### src/rtl/sample_pair_feeder_if.sv
// Handshake bundle between the sample source, the pair feeder and the filter core.
// The master drives samples and out_ready; the slave (feeder) returns in_ready and the pair.
interface sample_pair_feeder_if #(
  parameter int unsigned WIDTH = 32
);
  logic [WIDTH-1:0] in_data;
  logic             in_valid;
  logic             in_ready;
  logic             out_ready;
  logic [WIDTH-1:0] x_n;
  logic [WIDTH-1:0] x_n_1;
  logic             enable_start;
  logic [15:0]      pair_count;

  modport master (
    output in_data,
    output in_valid,
    output out_ready,
    input  in_ready,
    input  x_n,
    input  x_n_1,
    input  enable_start,
    input  pair_count
  );

  modport slave (
    input  in_data,
    input  in_valid,
    input  out_ready,
    output in_ready,
    output x_n,
    output x_n_1,
    output enable_start,
    output pair_count
  );
endinterface

### src/rtl/sample_pair_feeder.sv
// Buffers samples in a small FIFO and issues (x_n, x_n_1) pairs with a one-cycle strobe.
// Define SAMPLE_PAIR_ZERO_PRIME_EN to issue the first pair on the first pop with x_n_1 = 0.
module sample_pair_feeder #(
  parameter int unsigned WIDTH = 32,
  parameter int unsigned DEPTH = 4
) (
  input logic                 clk,
  input logic                 reset,
  input logic                 flush,
  sample_pair_feeder_if.slave bus
);

  localparam int unsigned PtrW = $clog2(DEPTH);

  typedef enum logic [1:0] {StEmpty, StPrime, StRun} state_e;

  logic [WIDTH-1:0] r_mem [DEPTH];
  logic [PtrW:0]    r_wr_ptr;
  logic [PtrW:0]    r_rd_ptr;
  logic             w_full;
  logic             w_empty;
  logic             w_push;
  logic             w_pop;
  logic [WIDTH-1:0] w_rd_data;

  state_e           r_state;
  state_e           w_state_d;
  logic [WIDTH-1:0] r_x_n;
  logic [WIDTH-1:0] w_x_n_d;
  logic [WIDTH-1:0] r_x_n_1;
  logic [WIDTH-1:0] w_x_n_1_d;
  logic             r_strobe;
  logic             w_strobe_d;
  logic [15:0]      r_count;
  logic [15:0]      w_count_d;

  // Extra pointer MSB distinguishes full from empty when the index bits match.
  assign w_empty   = (r_wr_ptr == r_rd_ptr);
  assign w_full    = (r_wr_ptr[PtrW] != r_rd_ptr[PtrW]) &&
                     (r_wr_ptr[PtrW-1:0] == r_rd_ptr[PtrW-1:0]);
  assign w_push    = bus.in_valid && !w_full && !flush;
  assign w_pop     = !w_empty && bus.out_ready && !flush;
  assign w_rd_data = r_mem[r_rd_ptr[PtrW-1:0]];

  always_ff @(posedge clk) begin
    if (w_push) begin
      r_mem[r_wr_ptr[PtrW-1:0]] <= bus.in_data;
    end
  end

  always_ff @(posedge clk or posedge reset) begin
    if (reset) begin
      r_wr_ptr <= '0;
      r_rd_ptr <= '0;
    end else if (flush) begin
      r_wr_ptr <= '0;
      r_rd_ptr <= '0;
    end else begin
      if (w_push) begin
        r_wr_ptr <= r_wr_ptr + 1'b1;
      end
      if (w_pop) begin
        r_rd_ptr <= r_rd_ptr + 1'b1;
      end
    end
  end

  always_comb begin
    w_state_d  = r_state;
    w_x_n_d    = r_x_n;
    w_x_n_1_d  = r_x_n_1;
    w_strobe_d = 1'b0;
    w_count_d  = r_count;
    if (flush) begin
      w_state_d = StEmpty;
      w_x_n_d   = '0;
      w_x_n_1_d = '0;
    end else if (w_pop) begin
      w_x_n_d = w_rd_data;
      case (r_state)
        StEmpty: begin
          w_x_n_1_d = '0;
`ifdef SAMPLE_PAIR_ZERO_PRIME_EN
          w_strobe_d = 1'b1;
          w_count_d  = r_count + 16'd1;
          w_state_d  = StRun;
`else
          w_state_d = StPrime;
`endif
        end
        default: begin
          w_x_n_1_d  = r_x_n;
          w_strobe_d = 1'b1;
          w_count_d  = r_count + 16'd1;
          w_state_d  = StRun;
        end
      endcase
    end
  end

  always_ff @(posedge clk or posedge reset) begin
    if (reset) begin
      r_state  <= StEmpty;
      r_x_n    <= '0;
      r_x_n_1  <= '0;
      r_strobe <= 1'b0;
      r_count  <= '0;
    end else begin
      r_state  <= w_state_d;
      r_x_n    <= w_x_n_d;
      r_x_n_1  <= w_x_n_1_d;
      r_strobe <= w_strobe_d;
      r_count  <= w_count_d;
    end
  end

  assign bus.in_ready     = !w_full;
  assign bus.x_n          = r_x_n;
  assign bus.x_n_1        = r_x_n_1;
  assign bus.enable_start = r_strobe;
  assign bus.pair_count   = r_count;

endmodule

### src/flat_wrapper.sv
// flat-port wrapper written by rule: the top's interface ports become plain ports
module sample_pair_feeder_flat 
#(
  parameter int unsigned WIDTH = 32,
  parameter int unsigned DEPTH = 4
)
  (clk, reset, flush, bus_in_data, bus_in_valid, bus_out_ready, bus_in_ready, bus_x_n, bus_x_n_1, bus_enable_start, bus_pair_count);
  sample_pair_feeder_if #(.WIDTH(WIDTH)) bus_i ();
  input logic clk;
  input logic reset;
  input logic flush;
  input wire logic [$bits(bus_i.in_data)-1:0] bus_in_data;
  input wire logic [$bits(bus_i.in_valid)-1:0] bus_in_valid;
  input wire logic [$bits(bus_i.out_ready)-1:0] bus_out_ready;
  output wire logic [$bits(bus_i.in_ready)-1:0] bus_in_ready;
  output wire logic [$bits(bus_i.x_n)-1:0] bus_x_n;
  output wire logic [$bits(bus_i.x_n_1)-1:0] bus_x_n_1;
  output wire logic [$bits(bus_i.enable_start)-1:0] bus_enable_start;
  output wire logic [$bits(bus_i.pair_count)-1:0] bus_pair_count;
  assign bus_i.in_data = bus_in_data;
  assign bus_i.in_valid = bus_in_valid;
  assign bus_i.out_ready = bus_out_ready;
  assign bus_in_ready = bus_i.in_ready;
  assign bus_x_n = bus_i.x_n;
  assign bus_x_n_1 = bus_i.x_n_1;
  assign bus_enable_start = bus_i.enable_start;
  assign bus_pair_count = bus_i.pair_count;
  sample_pair_feeder #(.WIDTH(WIDTH), .DEPTH(DEPTH)) u_core (.clk(clk), .reset(reset), .flush(flush), .bus(bus_i));
endmodule
### config.mk
export PLATFORM = sky130hd
export DESIGN_NAME = sample_pair_feeder_flat
export DESIGN_NICKNAME = d
export VERILOG_FILES = /design/src/rtl/sample_pair_feeder_if.sv /design/src/rtl/sample_pair_feeder.sv /design/src/flat_wrapper.sv
export SDC_FILE = /design/constraint.sdc
export NUM_CORES = 1
export LEC_CHECK = 0
export CORE_ASPECT_RATIO = 1.5
export CORE_MARGIN = 3
export CORE_UTILIZATION = 54
export DETAILED_ROUTE_END_ITERATION = 10
export PLACE_DENSITY = 0.86
export REMOVE_ABC_BUFFERS = 1
export SYNTH_ARGS = -nofsm -noshare
export SYNTH_HDL_FRONTEND = slang
export SYNTH_SLANG_ARGS = --single-unit
export TNS_END_PERCENT = 1
### constraint.sdc
create_clock -name clk -period 3.6 [get_ports clk]
set_input_delay 1.08 -clock clk [delete_from_list [all_inputs] [get_ports clk]]
set_output_delay 1.08 -clock clk [all_outputs]
set_load 0.02 [all_outputs]
# ---- Word-level counts from Yosys, hierarchy flattened
# Memory sizes are Yosys's and may differ from the RTL's.
# Index checks and enable logic that the tools add are counted.
dict set report op_classes {
  add_sub_neg 3
  n_eq_ne 3
  mux 17
  n_bitwise 2
  n_reduce_logical 12
}
# operator count
set ops {}
lappend ops {{$mux W32} 5}
lappend ops {{$add A16 B1 Y16 const B} 1}
lappend ops {{$mux W3} 4}
lappend ops {{$add A3 B1 Y3 const B} 2}
lappend ops {{$mux W2} 3}
lappend ops {{$logic_and A1 B1 Y1} 5}
lappend ops {{$mux W1} 5}
lappend ops {{$reduce_bool A2 Y1} 2}
lappend ops {{$eq A3 B3 Y1} 1}
lappend ops {{$logic_not A1 Y1} 3}
lappend ops {{$reduce_and A3 Y1} 1}
lappend ops {{$eq A2 B2 Y1} 1}
lappend ops {{$logic_not A2 Y1} 1}
lappend ops {{$not A1 Y1} 2}
lappend ops {{$ne A1 B1 Y1} 1}
dict set report word_totals {
  ff_bits 89
  ram_bits 128
  input_bits 37
  output_inout_bits 82
  wordCells 45
  mem_count 1
}
# name words width read_ports rd_clocked_by_memory_dff write_ports line_no
set memory_table {}
lappend memory_table {u_core.r_mem 4 32 1 0 1 sample_pair_feeder.sv:17} ;# logic [WIDTH-1:0] r_mem [DEPTH];

# ---- Logic depth before layout (Yosys ltp)
# Gate-level depths: netlist (run 1).
dict set report depth {
  ltp_word 7
  mapped_depth 7
  depth_no_buf 5
}

# ---- Worst setup path after synthesis (run 1)
# No wires, ideal clock.
dict set report synth_path {
  path_type {in2reg}
  from {input flush}
  to {memory u_core.r_mem[0][0] (enable)}
  setup_time_ns 0.392
  t_arrival_ns 2.223
  required_ns 3.208
  slack_ns 0.985
  stages 3
  path_buffers 1
  cell_sequence {buf_1 -> nor2_1 -> and2_1}
}
dict set report synth_via {
  elab_chain_len 4
}
# item line_no
set synth_lines {}
lappend synth_lines {{start: declaration} flat_wrapper.sv:11} ;# input logic flush;
lappend synth_lines {{$logic_not A1 Y1} sample_pair_feeder.sv:41} ;# assign w_push = bus.in_valid && !w_full && !flush;
lappend synth_lines {{$logic_and A1 B1 Y1} sample_pair_feeder.sv:41}
lappend synth_lines {{$mux W1} sample_pair_feeder.sv:46} ;# if (w_push) begin
lappend synth_lines {{$mux W1 (not written as such)} sample_pair_feeder.sv:47} ;# r_mem[r_wr_ptr[PtrW-1:0]] <= bus.in_data;
lappend synth_lines {{end: declaration} sample_pair_feeder.sv:17}
# Every way passes these cells.

# ---- Worst setup path after layout (run 1)
dict set report layout_path {
  from {register u_core.r_wr_ptr[0]}
  to {output bus_in_ready}
}
dict set report layout_via {
  elab_chain_len 3
}
# item line_no
set layout_lines {}
lappend layout_lines {{start: declaration} sample_pair_feeder.sv:18} ;# logic [PtrW:0] r_wr_ptr;
lappend layout_lines {{start signal: assignment} sample_pair_feeder.sv:60} ;# r_wr_ptr <= r_wr_ptr + 1'b1;
lappend layout_lines {{$eq A2 B2 Y1} sample_pair_feeder.sv:40} ;# (r_wr_ptr[PtrW-1:0] == r_rd_ptr[PtrW-1:0]);
lappend layout_lines {{$logic_and A1 B1 Y1} sample_pair_feeder.sv:39} ;# assign w_full = (r_wr_ptr[PtrW] != r_rd_ptr[PtrW]) &&
lappend layout_lines {{$logic_not A1 Y1} sample_pair_feeder.sv:117} ;# assign bus.in_ready = !w_full;
lappend layout_lines {{end: declaration} flat_wrapper.sv:15} ;# output wire logic [$bits(bus_i.in_ready)-1:0] bus_in_ready;
# Every way passes these cells.

==> results.py, run 1 <==
metrics = {
    "grt": {
        "grt_first_pass_wirelength_mm": 26.65,
        "grt_overflow": 0,
        "track_usage": 0.2058,
        "grt_max_degree": 38,
        "grt_pass1_vias": 4757,
        "antenna_found_initial": 0,
    },
    "setup_path": {
        "crit_arrival_ns": 2.15,
        "worst-path-max-fanout": 6,
        "cp-start-kind": "register",
        "cpMaxStageDelayCell": "clkdlybuf4s50_1",
        "slowest_delay_ns": 0.58,
        "critPathTopFamily": "buffers and inverters",
        "required_ns": 2.52,
        "critical_path_class": "register to output port",
        "worstPathCellList": "xnor2_2, nand3_1, clkdlybuf4s50_1",
        "critPathBufInv": 1,
        "critPathCaptureType": "output port",
    },
    "route": {
        "vias_per_cell": 5.758,
        "dr_wl_met3_um": 724,
        "drtAntennaViolNets": 0,
        "top_layer": "met4",
        "drt_wl_total_mm": 16.73,
        "drc": 0,
        "drtIter0Drc": 224,
        "first_pass_iters": 4,
        "wire_per_inst_um": 21.72,
        "vias": 4434,
        "wl_met2_mm": 9.189,
        "wl_met1_mm": 6.340,
    },
    "cts": {
        "cts_hold_buffers": 0,
        "htree_levels": 1,
        "clk_latency_ns": 0.50,
        "cts_tree": "built",
        "clk_pin_slew_ns": 0.06,
        "post-cts-setup-buffer-count": 0,
        "clock_sinks": 217,
        "cts.path.max_buffers": 3,
        "clockRootBuffer": "clkbuf_16",
        "numCtsBuffers": 21,
        "ctsResizeCount": 0,
    },
    "synth": {
        "synth_top_cells_by_area": "edfxtp_1 47%, dfrtp_1 27%, mux4_2 8.8%",
        "yosys_register_bits": 217,
        "yosys.area.top_type": "edfxtp_1",
        "syn_area_per_cell_um2": 19.17,
        "synth_area_um2": 8225,
        "seq_area_frac_synth": 0.7381,
        "synthArstFlopShare": 0.4101,
        "synth_top_area_share": 0.4673,
        "synth_cell_types": 40,
        "yosys_warnings": 0,
        "synth-edff-count": 128,
        "syn_inst": 429,
        "synth.most_common_cell": "edfxtp_1",
        "ys_top_cells_by_count": "128 x edfxtp_1, 89 x dfrtp_1, 66 x a22o_1, 32 x mux4_2, 13 x xor2_1",
        "synthFlopType": "edfxtp_1",
    },
    "timing": {
        "tightest_slew_ns": 0.6916,
        "min_period_ns": 3.233,
        "finalSetupViolCount": 0,
        "fin_crit_sh": 0.8980,
        "rsz0062_at_grt": "no",
        "clock_skew_ns": 0.01808,
        "hold_violations": 0,
        "slew_headroom": 0.5389,
        "setup_ws_ns": 0.3673,
        "max_freq_ghz": 0.3093,
        "maxSlewViolCount": 0,
    },
    "place": {
        "pre_cts_ws_ns": 0.5612,
        "dp_hpwl_mm": 10.71,
        "io_buffers": 118,
        "place.gp.congestion": 0.8089,
    },
    "die": {
        "fp.dieArea_um2": 16780,
        "num_rows": 54,
        "core_area_um2": 14730,
        "die_h_um": 157.2,
        "die_x_um": 106.8,
        "start_util": 0.5584,
        "num_io_pins": 119,
    },
    "run": {
        "cap_violations": 0,
    },
    "pwr": {
        "power.switching_uw": 1523,
        "leakage_uw": 0.003913,
        "pwr-share-seq": 0.480,
        "vdd_drop_max_uv": 427.7,
        "p_per_area_nw_per_um2": 586.7,
        "switching_share": 0.2506,
        "power_frac_clock": 0.353,
        "pwr-share-comb": 0.168,
        "total_power_uw": 6077,
        "p_int_uw": 4554,
    },
    "outcome": {
        "run_status": "completed",
    },
    "final_layout": {
        "diodes": 0,
        "drive_gt1_frac": 0.1620,
        "syn2layout_area_growth_pct": 25.92,
        "nNetsFinal": 602,
    },
    "hold_path": {
        "hp-class": "register to register",
    },
}
==> per-stage QoR <==
| step | cells | hold WS, ns | TNS (ns) | utilization | instance area (µm²) |
|---|---|---|---|---|---|
| final | 770 | 0.4747 | 0 | 0.7032 | 10360 |
| after global placement | 732 | 0.4601 | 0 | 0.6573 | 9682 |
| after CTS | 770 | 0.4743 | 0 | 0.7032 | 10360 |
| after detailed placement | 732 | 0.4591 | 0 | 0.6573 | 9682 |
| after global routing | 770 | 0.5140 | 0 | 0.7032 | 10360 |
| after floorplan | 405 | 0.4741 | -2.548 | - | 8073 |
==> per-layer routing <==
| layer | global-route usage | vias up |
|---|---|---|
| li1 | - | 1975 |
| met1 | 0.2576 | 2304 |
| met2 | 0.3709 | 121 |
| met3 | 0.02831 | 34 |
| met4 | 0.06886 | 0 |
| met5 | 0 | - |
==> cells in the final DEF (no fill, tap or decap), drive strengths merged <==
| cell type | instances |
|---|---|
| a311oi | 1 |
| buf | 13 |
| nand2 | 5 |
| clkbuf | 30 |
| o211a | 1 |
| nand4 | 5 |
| a22o | 66 |
| a41oi | 1 |
| nor4 | 3 |
| nor2 | 6 |
| clkdlybuf4s50 | 118 |
| mux4 | 32 |
| a31o | 1 |
| a31oi | 2 |
| o311ai | 1 |
| o21ai | 1 |
| bufinv | 2 |
| nor4b | 2 |
| nand2b | 1 |
| and2b | 1 |
| dfrtp | 89 |
| a21o | 1 |
| clkinv | 5 |
| mux2 | 1 |
| edfxtp | 128 |
| ha | 6 |
| o31ai | 2 |
| inv | 8 |
| nor3b | 1 |
| and3 | 3 |
| xor2 | 13 |
| nor3 | 4 |
| xnor2 | 12 |
| nand3 | 3 |
| and4 | 1 |
| and2 | 4 |
| o211ai | 1 |
==> power groups by stage <==
stage          clock network (µW)  logic [µW]  registers, µW
3_3_place_gp                    0        1000           2950
4_1_cts                      2190        1040           2910
5_1_grt                      2290        1100           2930
2_1_floorplan                   0         435           3110
6_report                     2140        1020           2910
3_5_place_dp                    0        1030           2960
==> worst paths after layout <==
kind                       depth (start not counted)                         to                      start  slack, ns
max                                                3               bus_in_ready         u_core.r_wr_ptr[0]       0.37
min                                                1  u_core.bus.pair_count[15]  u_core.bus.pair_count[15]       0.47
max reg2reg                                        6        u_core.r_mem[0][14]         u_core.r_rd_ptr[0]       0.83
min reg2reg                                        1  u_core.bus.pair_count[15]  u_core.bus.pair_count[15]       0.47
max in group asynchronous                          3          u_core.bus.x_n[8]                      reset       1.95
min in group asynchronous                          2         u_core.bus.x_n[11]                      reset       0.96
==> flip-flops by register name, summed over array words and instances (netlist names) <==
register,cells
u_core.r_state,2
u_core.r_rd_ptr,3
u_core.bus.enable_start,1
u_core.bus.pair_count,16
u_core.r_wr_ptr,3
u_core.r_mem,128
u_core.bus.x_n,32
u_core.bus.x_n_1,32
==> worst reg2reg max path, delay by kind of cell (launching register included) <==
kind / cells / cell delay (ns)
AO/OA/AOI/OAI: 1 / 0.17
XOR/XNOR: 1 / 0.41
buffers and inverters: 2 / 0.78
flip-flops: 1 / 0.38
AND/OR/NAND/NOR: 2 / 0.72
==> cell families (layout without fill, tap and decap cells) <==
logic type / after synthesis / in the layout / share of synthesized area
compound gates: 78 / 78 / 0.08290
xor+xnor: 25 / 25 / 0.02936
fa+ha+maj: 6 / 6 / 0.009127
buf+inv: 31 / 176 / 0.02175
flops: 217 / 217 / 0.7381
mux: 33 / 33 / 0.08899
simple gates: 39 / 39 / 0.02982
==> cell type report <==
type / count / area, µm²
Tap cell: 196 / 245.2
Clock buffer: 30 / 579.3
Inverter: 7 / 27.53
Fill cell: 960 / 4372
Sequential cell: 217 / 6073
Clock inverter: 8 / 96.34
Multi-Input combinational cell: 181 / 2007
Timing Repair Buffer: 131 / 1329
(Power assumes the default switching activity.)
==> run 2: changes to the inputs <==
- GPL_TIMING_DRIVEN: unset -> 0
==> run 2 against run 1 <==
Cell area decreased by 0.27%; global-route usage is 0.12 points higher; sequential cell count stayed put; clock skew fell by 0.0078 ns; setup slack got worse by 0.25 ns; first-iteration DRC count grew 23%; worst hold slack gained 0.0098 ns; sequential share of layout area grew 0.16 points.
==> results.py, run 2 (synthesis gave the netlist of run 1 again) <==
metrics = {
    "outcome": {
        "run_status": "completed",
    },
    "place": {
        "io_buffers": 118,
        "place_area_um2": 9657,
        "dp_hpwl_mm": 10.52,
        "place.gp.congestion": 0.7737,
        "place_inst": 725,
        "pre_cts_ws_ns": 0.07069,
    },
    "setup_path": {
        "cp-start-kind": "register",
        "critPathBufInv": 2,
        "critical_path_class": "register to output port",
        "crit_arrival_ns": 2.41,
        "required_ns": 2.52,
        "worstPathCellList": "buf_12, xnor2_2, nand3_1, clkdlybuf4s50_1",
        "cpMaxStageDelayCell": "clkdlybuf4s50_1",
        "critPathCaptureType": "output port",
        "critPathTopFamily": "buffers and inverters",
        "timing.reg2reg.setup_slack_ns": 0.85,
        "worst-path-max-fanout": 25,
        "slowest_delay_ns": 0.57,
        "startpoint": "u_core.r_rd_ptr[1]",
        "r2r-end": "u_core.r_mem[3][17]",
        "worst_r2r_path_depth": 5,
        "reg2reg_from": "u_core.r_rd_ptr[1]",
    },
    "route": {
        "drtAntennaViolNets": 0,
        "vias": 4445,
        "first_pass_iters": 4,
        "wire_per_inst_um": 22.05,
        "drt_wl_total_mm": 16.78,
        "vias_per_cell": 5.841,
        "drc": 0,
        "drtIter0Drc": 276,
    },
    "final_layout": {
        "largest_reg_flops": 128,
        "syn2layout_area_growth_pct": 25.59,
        "layout_commonest_cell": "edfxtp_1",
        "fin_area_um2": 10330,
        "drive_gt1_frac": 0.1469,
        "diodes": 0,
        "num-fill-cells": 962,
        "nNetsFinal": 594,
        "final_cells": 761,
        "final_cell_mix": "128 x edfxtp_1, 118 x clkdlybuf4s50_1, 87 x dfrtp_1, 66 x a22o_1, 32 x mux4_2",
        "final_util": 0.7013,
    },
    "hold_path": {
        "hp-class": "register to register",
        "min_to": "u_core.bus.pair_count[15]",
        "hold_start": "u_core.bus.pair_count[15]",
        "whs_path_depth": 1,
    },
    "die": {
        "num_rows": 54,
        "fp.dieArea_um2": 16780,
        "core_area_um2": 14730,
        "die_x_um": 106.8,
        "num_io_pins": 119,
        "die_h_um": 157.2,
        "start_util": 0.5584,
    },
    "run": {
        "cap_violations": 0,
    },
    "timing": {
        "max_freq_ghz": 0.2869,
        "min_period_ns": 3.486,
        "hold_violations": 0,
        "maxSlewViolCount": 0,
        "setup_ws_ns": 0.1140,
        "hold_ws_ns": 0.4845,
        "clock_skew_ns": 0.01029,
        "rsz0062_at_grt": "no",
        "finalSetupViolCount": 0,
        "fin_crit_sh": 0.9683,
        "slew_headroom": 0.3686,
        "tightest_slew_ns": 0.9472,
    },
    "cts": {
        "post-cts-setup-buffer-count": 0,
        "clockRootBuffer": "clkbuf_16",
        "cts_tree": "built",
        "numCtsBuffers": 20,
        "cts_hold_buffers": 0,
        "ctsResizeCount": 0,
        "htree_levels": 1,
        "clock_sinks": 217,
        "clk_pin_slew_ns": 0.06,
        "cts.path.max_buffers": 3,
        "clk_latency_ns": 0.48,
    },
    "pwr": {
        "p_per_area_nw_per_um2": 591.6,
        "leakage_uw": 0.003883,
        "vdd_drop_max_uv": 428.0,
    },
    "grt": {
        "grt_max_degree": 68,
        "grt_first_pass_wirelength_mm": 27.05,
        "track_usage": 0.2070,
        "antenna_found_initial": 0,
        "grt_overflow": 0,
        "grt_pass1_vias": 4970,
    },
}
## run 2: cell types whose count changed in the layout (fill, tap and decap cells not counted), sizes merged
cell    before  now
buf         13    6
bufinv       2    3
clkbuf      30   29
clkinv       5    4
inv          8    7
## run 2: final cells by class
type	instances	area, µm²	area share
Clock inverter	7	107.6	0.01042
Timing Repair Buffer	124	1303	0.1261
Tap cell	196	245.2	0.02374
Clock buffer	29	565.5	0.05475
Inverter	7	28.78	0.002786
Multi-Input combinational cell	181	2007	0.1943
Sequential cell	217	6073	0.5879
## run 2: per-layer routing
| metal | share of wire | global-route usage | wire length [µm] |
|---|---|---|---|
| met4 | 0.026 | 0.07678 | 439 |
| met3 | 0.049 | 0.02872 | 826 |
| met1 | 0.37 | 0.2544 | 6284 |
| met5 | 0 | 0 | 0 |
| met2 | 0.55 | 0.3733 | 9230 |
## run 2: through the flow
| stage | TNS [ns] | total power, µW |
|---|---|---|
| after floorplan | -2.548 | 3544 |
| after global placement | -365.58 | 3930 |
| after detailed placement | 0 | 4011 |
| after global routing | 0 | 6345 |
| final | 0 | 6111 |
| after CTS | 0 | 6177 |
## run 2: worst max-delay path by stage
stage,cells after the start,endpoint
detailed placement,6,u_core.bus.pair_count[1]
finish,4,bus_in_ready
CTS,4,bus_in_ready
global placement,3,u_core.r_state[0]
floorplan,4,u_core.bus.pair_count[5]
global route,4,bus_in_ready
## run 2: worst reg2reg max path, stage by stage, from the launching register on
cell	delay (ns)
dfrtp_2	0.61
buf_12	0.25
xor2_1	0.30
o31ai_1	0.15
nor2_1	0.22
and2_2	0.82
## run 2: power breakdown
group | internal (µW) | switching (µW)
clock | 1310 | 850
sequential | 2800 | 151
combinational | 499 | 509
total | 4600 | 1510
